**src/rtl/pipelined_math_pkg.sv**
```systemverilog
// Shared sizing helpers for the chunk-pipelined arithmetic units.
package pipelined_math_pkg;

    function automatic int ceil_division(input int num, input int den);
        return (num + den - 1) / den;
    endfunction

    function automatic int stages_f(input int width, input int chunk);
        return ceil_division(width, chunk);
    endfunction

    // Every chunk is CHUNK bits except the top one, which takes the remainder.
    function automatic int chunk_width_f(input int width, input int chunk, input int k);
        return (k == stages_f(width, chunk) - 1) ? width - k * chunk : chunk;
    endfunction

endpackage

```
**src/rtl/addsub_stage.sv**
```systemverilog
// One pipeline stage: adds a CW-bit chunk plus incoming carry, registers sum and carry-out.
module addsub_stage
    import pipelined_math_pkg::*;
#(
    parameter int CW = 1
) (
    input  logic          clk,
    input  logic          rst,
    input  logic          en,
    input  logic [CW-1:0] a,
    input  logic [CW-1:0] b,
    input  logic          cin,
    output logic [CW-1:0] sum,
    output logic          cout
);

    logic [CW:0]   total_w;
    logic [CW-1:0] sum_d, sum_q;
    logic          cout_d, cout_q;

    always_comb begin
        total_w = {1'b0, a} + {1'b0, b} + {{CW{1'b0}}, cin};
        sum_d   = sum_q;
        cout_d  = cout_q;
        if (en) begin
            sum_d  = total_w[CW-1:0];
            cout_d = total_w[CW];
        end
    end

    always_ff @(posedge clk or posedge rst) begin
        if (rst) begin
            sum_q  <= '0;
            cout_q <= 1'b0;
        end else begin
            sum_q  <= sum_d;
            cout_q <= cout_d;
        end
    end

    assign sum  = sum_q;
    assign cout = cout_q;

endmodule

```
**src/rtl/pipelined_addsub.sv**
```systemverilog
// Chunk-pipelined unsigned add/sub with skewed operands and deskewed result.
// Optional ADDSUB_SATURATE_EN clamps the result instead of wrapping.
module pipelined_addsub
    import pipelined_math_pkg::*;
#(
    parameter int WIDTH = 8,
    parameter int CHUNK = 3
) (
    input  logic             clk,
    input  logic             rst,
    input  logic             en,
    input  logic             in_valid,
    input  logic             sub,
    input  logic [WIDTH-1:0] in1,
    input  logic [WIDTH-1:0] in2,
    output logic             out_valid,
    output logic [WIDTH:0]   out
);

    localparam int STAGES = stages_f(WIDTH, CHUNK);

    // Subtraction folds into addition: invert B up front, carry-in of chunk 0 is sub.
    logic [WIDTH-1:0] b_eff_w;
    logic [STAGES:0]  carry_w;
    logic [WIDTH-1:0] res_w;

    assign b_eff_w    = in2 ^ {WIDTH{sub}};
    assign carry_w[0] = sub;

    logic [STAGES-1:0] valid_d, valid_q, sub_d, sub_q;
    logic [STAGES:0]   valid_ext_w, sub_ext_w;

    assign valid_ext_w = {valid_q, in_valid};
    assign sub_ext_w   = {sub_q, sub};

    always_comb begin
        valid_d = valid_q;
        sub_d   = sub_q;
        if (en) begin
            valid_d = valid_ext_w[STAGES-1:0];
            sub_d   = sub_ext_w[STAGES-1:0];
        end
    end

    always_ff @(posedge clk or posedge rst) begin
        if (rst) begin
            valid_q <= '0;
            sub_q   <= '0;
        end else begin
            valid_q <= valid_d;
            sub_q   <= sub_d;
        end
    end

    for (genvar k = 0; k < STAGES; k++) begin : g_stage
        localparam int LO = k * CHUNK;
        localparam int CW = chunk_width_f(WIDTH, CHUNK, k);
        localparam int DS = STAGES - 1 - k;

        logic [2*CW-1:0] ab_w;
        logic [CW-1:0]   s_w;

        // Chunk k waits k cycles so it meets the carry produced by chunk k-1.
        if (k == 0) begin : g_noskew
            assign ab_w = {in1[LO +: CW], b_eff_w[LO +: CW]};
        end else begin : g_skew
            logic [2*CW-1:0] ab_d [k];
            logic [2*CW-1:0] ab_q [k];

            always_comb begin
                for (int i = 0; i < k; i++) ab_d[i] = ab_q[i];
                if (en) begin
                    ab_d[0] = {in1[LO +: CW], b_eff_w[LO +: CW]};
                    for (int i = 1; i < k; i++) ab_d[i] = ab_q[i-1];
                end
            end

            always_ff @(posedge clk or posedge rst) begin
                if (rst) begin
                    for (int i = 0; i < k; i++) ab_q[i] <= '0;
                end else begin
                    for (int i = 0; i < k; i++) ab_q[i] <= ab_d[i];
                end
            end

            assign ab_w = ab_q[k-1];
        end

        addsub_stage #(.CW(CW)) u_stage (
            .clk  (clk),
            .rst  (rst),
            .en   (en),
            .a    (ab_w[2*CW-1:CW]),
            .b    (ab_w[CW-1:0]),
            .cin  (carry_w[k]),
            .sum  (s_w),
            .cout (carry_w[k+1])
        );

        // Early chunks are held back until the top chunk catches up.
        if (DS == 0) begin : g_nodeskew
            assign res_w[LO +: CW] = s_w;
        end else begin : g_deskew
            logic [CW-1:0] r_d [DS];
            logic [CW-1:0] r_q [DS];

            always_comb begin
                for (int i = 0; i < DS; i++) r_d[i] = r_q[i];
                if (en) begin
                    r_d[0] = s_w;
                    for (int i = 1; i < DS; i++) r_d[i] = r_q[i-1];
                end
            end

            always_ff @(posedge clk or posedge rst) begin
                if (rst) begin
                    for (int i = 0; i < DS; i++) r_q[i] <= '0;
                end else begin
                    for (int i = 0; i < DS; i++) r_q[i] <= r_d[i];
                end
            end

            assign res_w[LO +: CW] = r_q[DS-1];
        end
    end

    // Carry xor mode is the add-overflow / sub-borrow flag in both builds.
    logic sub_last_w, flag_w;

    assign sub_last_w = sub_q[STAGES-1];
    assign flag_w     = carry_w[STAGES] ^ sub_last_w;
    assign out_valid  = valid_q[STAGES-1];

`ifdef ADDSUB_SATURATE_EN
    assign out = flag_w ? {1'b1, {WIDTH{~sub_last_w}}} : {1'b0, res_w};
`else
    assign out = {flag_w, res_w};
`endif

endmodule

```
**config.mk**
```make
export PLATFORM = sky130hd
export DESIGN_NAME = pipelined_addsub
export DESIGN_NICKNAME = d
export VERILOG_FILES = /design/src/rtl/pipelined_math_pkg.sv /design/src/rtl/addsub_stage.sv /design/src/rtl/pipelined_addsub.sv
export SDC_FILE = /design/constraint.sdc
export NUM_CORES = 1
export LEC_CHECK = 0
export CORE_ASPECT_RATIO = 0.8
export CORE_UTILIZATION = 40
export DETAILED_ROUTE_END_ITERATION = 10
export PLACE_DENSITY_LB_ADDON = 0.1
export REMOVE_ABC_BUFFERS = 1
export SLEW_MARGIN = 20
export SYNTH_ARGS = -nofsm -noshare
export SYNTH_HDL_FRONTEND = slang
export SYNTH_HIERARCHICAL = 1
export SYNTH_SLANG_ARGS = --single-unit
export TNS_END_PERCENT = 100
```
**constraint.sdc**
```tcl
create_clock -name clk -period 3.1 [get_ports clk]
set_clock_uncertainty 0.1 [all_clocks]
set_input_delay 0.465 -clock clk [delete_from_list [all_inputs] [get_ports clk]]
set_output_delay 0.465 -clock clk [all_outputs]
set_load 0.02 [all_outputs]
```
==> results.sh <==
export IMPL_status="completed"
export IMPL_grt_pass1_vias=1098
export IMPL_yosysSeqAreaShare_pct=50.8
export IMPL_cp_required_ns=3.18
export IMPL_path_max_fanout=6
export IMPL_end_kind="flop"
export IMPL_worstSkewPairLatency_ns=0.29
export IMPL_peakVddDrop_v=0.000310
export IMPL_finalWirelength_mm=2.95
export IMPL_layout_common_cells="dfrtp_1, clkdlybuf4s50_1, mux2_4, inv_1, nor2_1"
export IMPL_remaining_drc_errors=0
export IMPL_core_area_um2=4650
export IMPL_max_freq_ghz=0.404
export IMPL_synth_edff_count=0
export IMPL_dieArea_um2=5210
export IMPL_place_ws_ns=0.304
export IMPL_worst_pin_slew_ns=0.572
export IMPL_fin_ws_ns=0.623
export IMPL_wire_per_inst_um=12.2
export IMPL_dr_pass1_iters=2
export IMPL_r2r_start="g_stage[1].ab_w[3]"
export IMPL_r2r_worst_path_cells=5
export IMPL_path_clk_slew_ns=0.08
export IMPL_tns_ns=0
export IMPL_port_buffers=30
export IMPL_ff2ff_setup_slack_ns=1.22
export IMPL_grt_ovfl_total=0
export IMPL_grt_pass1_wl_mm=5.15
export IMPL_vias=1080
export IMPL_syn_instance_count=149
export IMPL_cp_start_kind="input port"
export IMPL_async_flop_share_pct=100
export IMPL_holdBufCountCts=0
export IMPL_hpwl_mm=2.18
export IMPL_cts_setup_buffers=0
export IMPL_criticalPathCategory="in -> reg"
export IMPL_slew_limit_headroom_pct=61.9
export IMPL_vias_per_cell=4.48
export IMPL_min_period_ns=2.48
export IMPL_synthTopCellsByArea="dfrtp_1, mux2_4, fa_1"
export IMPL_cts_root_buf="clkbuf_8"
export IMPL_yosysUniqueCellTypes=17
export IMPL_area_delta_synth_final_pct=21.8
export IMPL_layout_drive_gt1_share_pct=21.0
export IMPL_drt_iter0_drc=18
export IMPL_r2r_end="g_stage[1].u_stage/sum[2]"
export IMPL_grt_max_degree=32
export IMPL_holdCritPathClass="in -> async"
export IMPL_ys_flop_type="dfrtp_1"
export IMPL_leakage_nw=1.13
export IMPL_die_h_um=64.8
export IMPL_grt_usage_pct=13.6
export IMPL_ant_nets=0
export IMPL_synth_top_area_share_pct=50.8
export IMPL_critPathArrivalTime_ns=2.55
export IMPL_initial_core_util_pct=42.4
export IMPL_num_antenna_cells=0
export IMPL_postSynthAreaPerCell_um2=13.2
export IMPL_cts_buffers=5
export IMPL_layout_commonest_cell="dfrtp_1"
export IMPL_setup_violations=0
export IMPL_grt_setup_unrepaired="false"
export IMPL_nets=211
export IMPL_maxCapViolations=0
export IMPL_clock_sinks=40
export IMPL_synth_area_leader_cell="dfrtp_1"
export IMPL_routabilityCongestion=0.725
export IMPL_ios=31
export IMPL_grt_antenna_before_repair=0
export IMPL_hold_viol=0
export IMPL_fin_crit_sh_pct=79.9
export IMPL_synth_seq_cells=40
export IMPL_power_density_nw_per_um2=670
export IMPL_cts_buffer_depth=2
export IMPL_setup_worst_path_end="g_stage[0].u_stage/sum[2]"
export IMPL_die_w_um=80.5
export IMPL_rows=22
export IMPL_cts_resized=0
export IMPL_netlist_area_um2=1970
export IMPL_cts_tree="yes"
export IMPL_ys_warnings_count=6
export IMPL_h_tree_depth=2
export IMPL_startpoint="sub"
export IMPL_finalMaxSlewViolations=0
## cell usage after synthesis, types with 4 or more instances
cell type  instances
a21oi_1           11
inv_1             22
nor2_1            13
fa_1               6
mux2_4            22
xor2_1             4
buf_4              6
mux2_2             4
ha_1               4
xnor2_1            7
dfrtp_1           40
## area by class of cell
class / count / area (µm²)
Multi-Input combinational cell: 78 / 791
Clock buffer: 6 / 82.6
Clock inverter: 2 / 38.8
Sequential cell: 40 / 1000
Inverter: 22 / 82.6
Timing Repair Buffer: 33 / 330
Fill cell: 432 / 2250
Tap cell: 60 / 75.1
## power by group
part / switching, mW / leakage, nW / internal [mW]
logic: 0.190 / 0.613 / 0.269
clock network: 0.181 / 0.0614 / 0.263
registers: 0.0662 / 0.457 / 0.640
total: 0.438 / 1.13 / 1.17
## critical path, stage by stage
cell	delay, ns
clkdlybuf4s50_1	0.63
xor2_1	0.17
inv_1	0.07
fa_1	0.44
fa_1	0.39
xnor2_1	0.13
mux2_4	0.25
## kinds of logic (layout without fill, tap and decap cells)
| family | after synthesis | in the layout | share of synthesized area, % |
|---|---|---|---|
| xor gates and xnor gates | 11 | 11 | 4.89 |
| adders and majority gates | 10 | 10 | 8.64 |
| muxes | 27 | 27 | 19.6 |
| DFF | 40 | 40 | 50.8 |
| and+or+nand+nor | 15 | 15 | 3.11 |
| AOI/OAI and AO/OA | 15 | 15 | 3.94 |
| buffers and inverters | 31 | 63 | 9.08 |
## per-stage QoR
step / hold WS [ns] / power [mW] / instance area (µm²) / utilization [%] / instances
after floorplan: 0.119 / 0.988 / 1870 / - / 140
after global placement: 0.387 / 1.17 / 2280 / 49.0 / 233
after detailed placement: 0.396 / 1.18 / 2280 / 49.0 / 233
after CTS: 0.354 / 1.64 / 2400 / 51.6 / 241
after global routing: 0.365 / 1.71 / 2400 / 51.6 / 241
final: 0.357 / 1.61 / 2400 / 51.6 / 241
## state kept, by name, summed over array words and instances (netlist names)
register,count
g_stage.ab_w,10
g_stage.u_stage/sum,8
g_stage.g_deskew.r_q,6
g_stage.g_skew.ab_q,4
g_stage.u_stage/cout,3
out,3
sub_q,3
valid_q,3
## worst min path at each step
stage	end	slack, ns	cells after the start
floorplan	g_stage[2].u_stage/cout	0.12	1
global placement	valid_q[2]	0.39	1
detailed placement	valid_q[0]	0.40	1
CTS	g_stage[2].u_stage/sum[1]	0.35	2
global route	g_stage[2].u_stage/sum[0]	0.37	2
finish	g_stage[2].u_stage/sum[1]	0.36	2
## per-layer routing
metal	up-vias	GRT usage (%)	routed length, µm
met5	-	0	0
met3	7	3.80	91
li1	528	-	-
met4	0	8.04	44
met2	25	19.6	1350
met1	520	18.1	1460
Note: power is estimated with default switching activity, not from simulation.
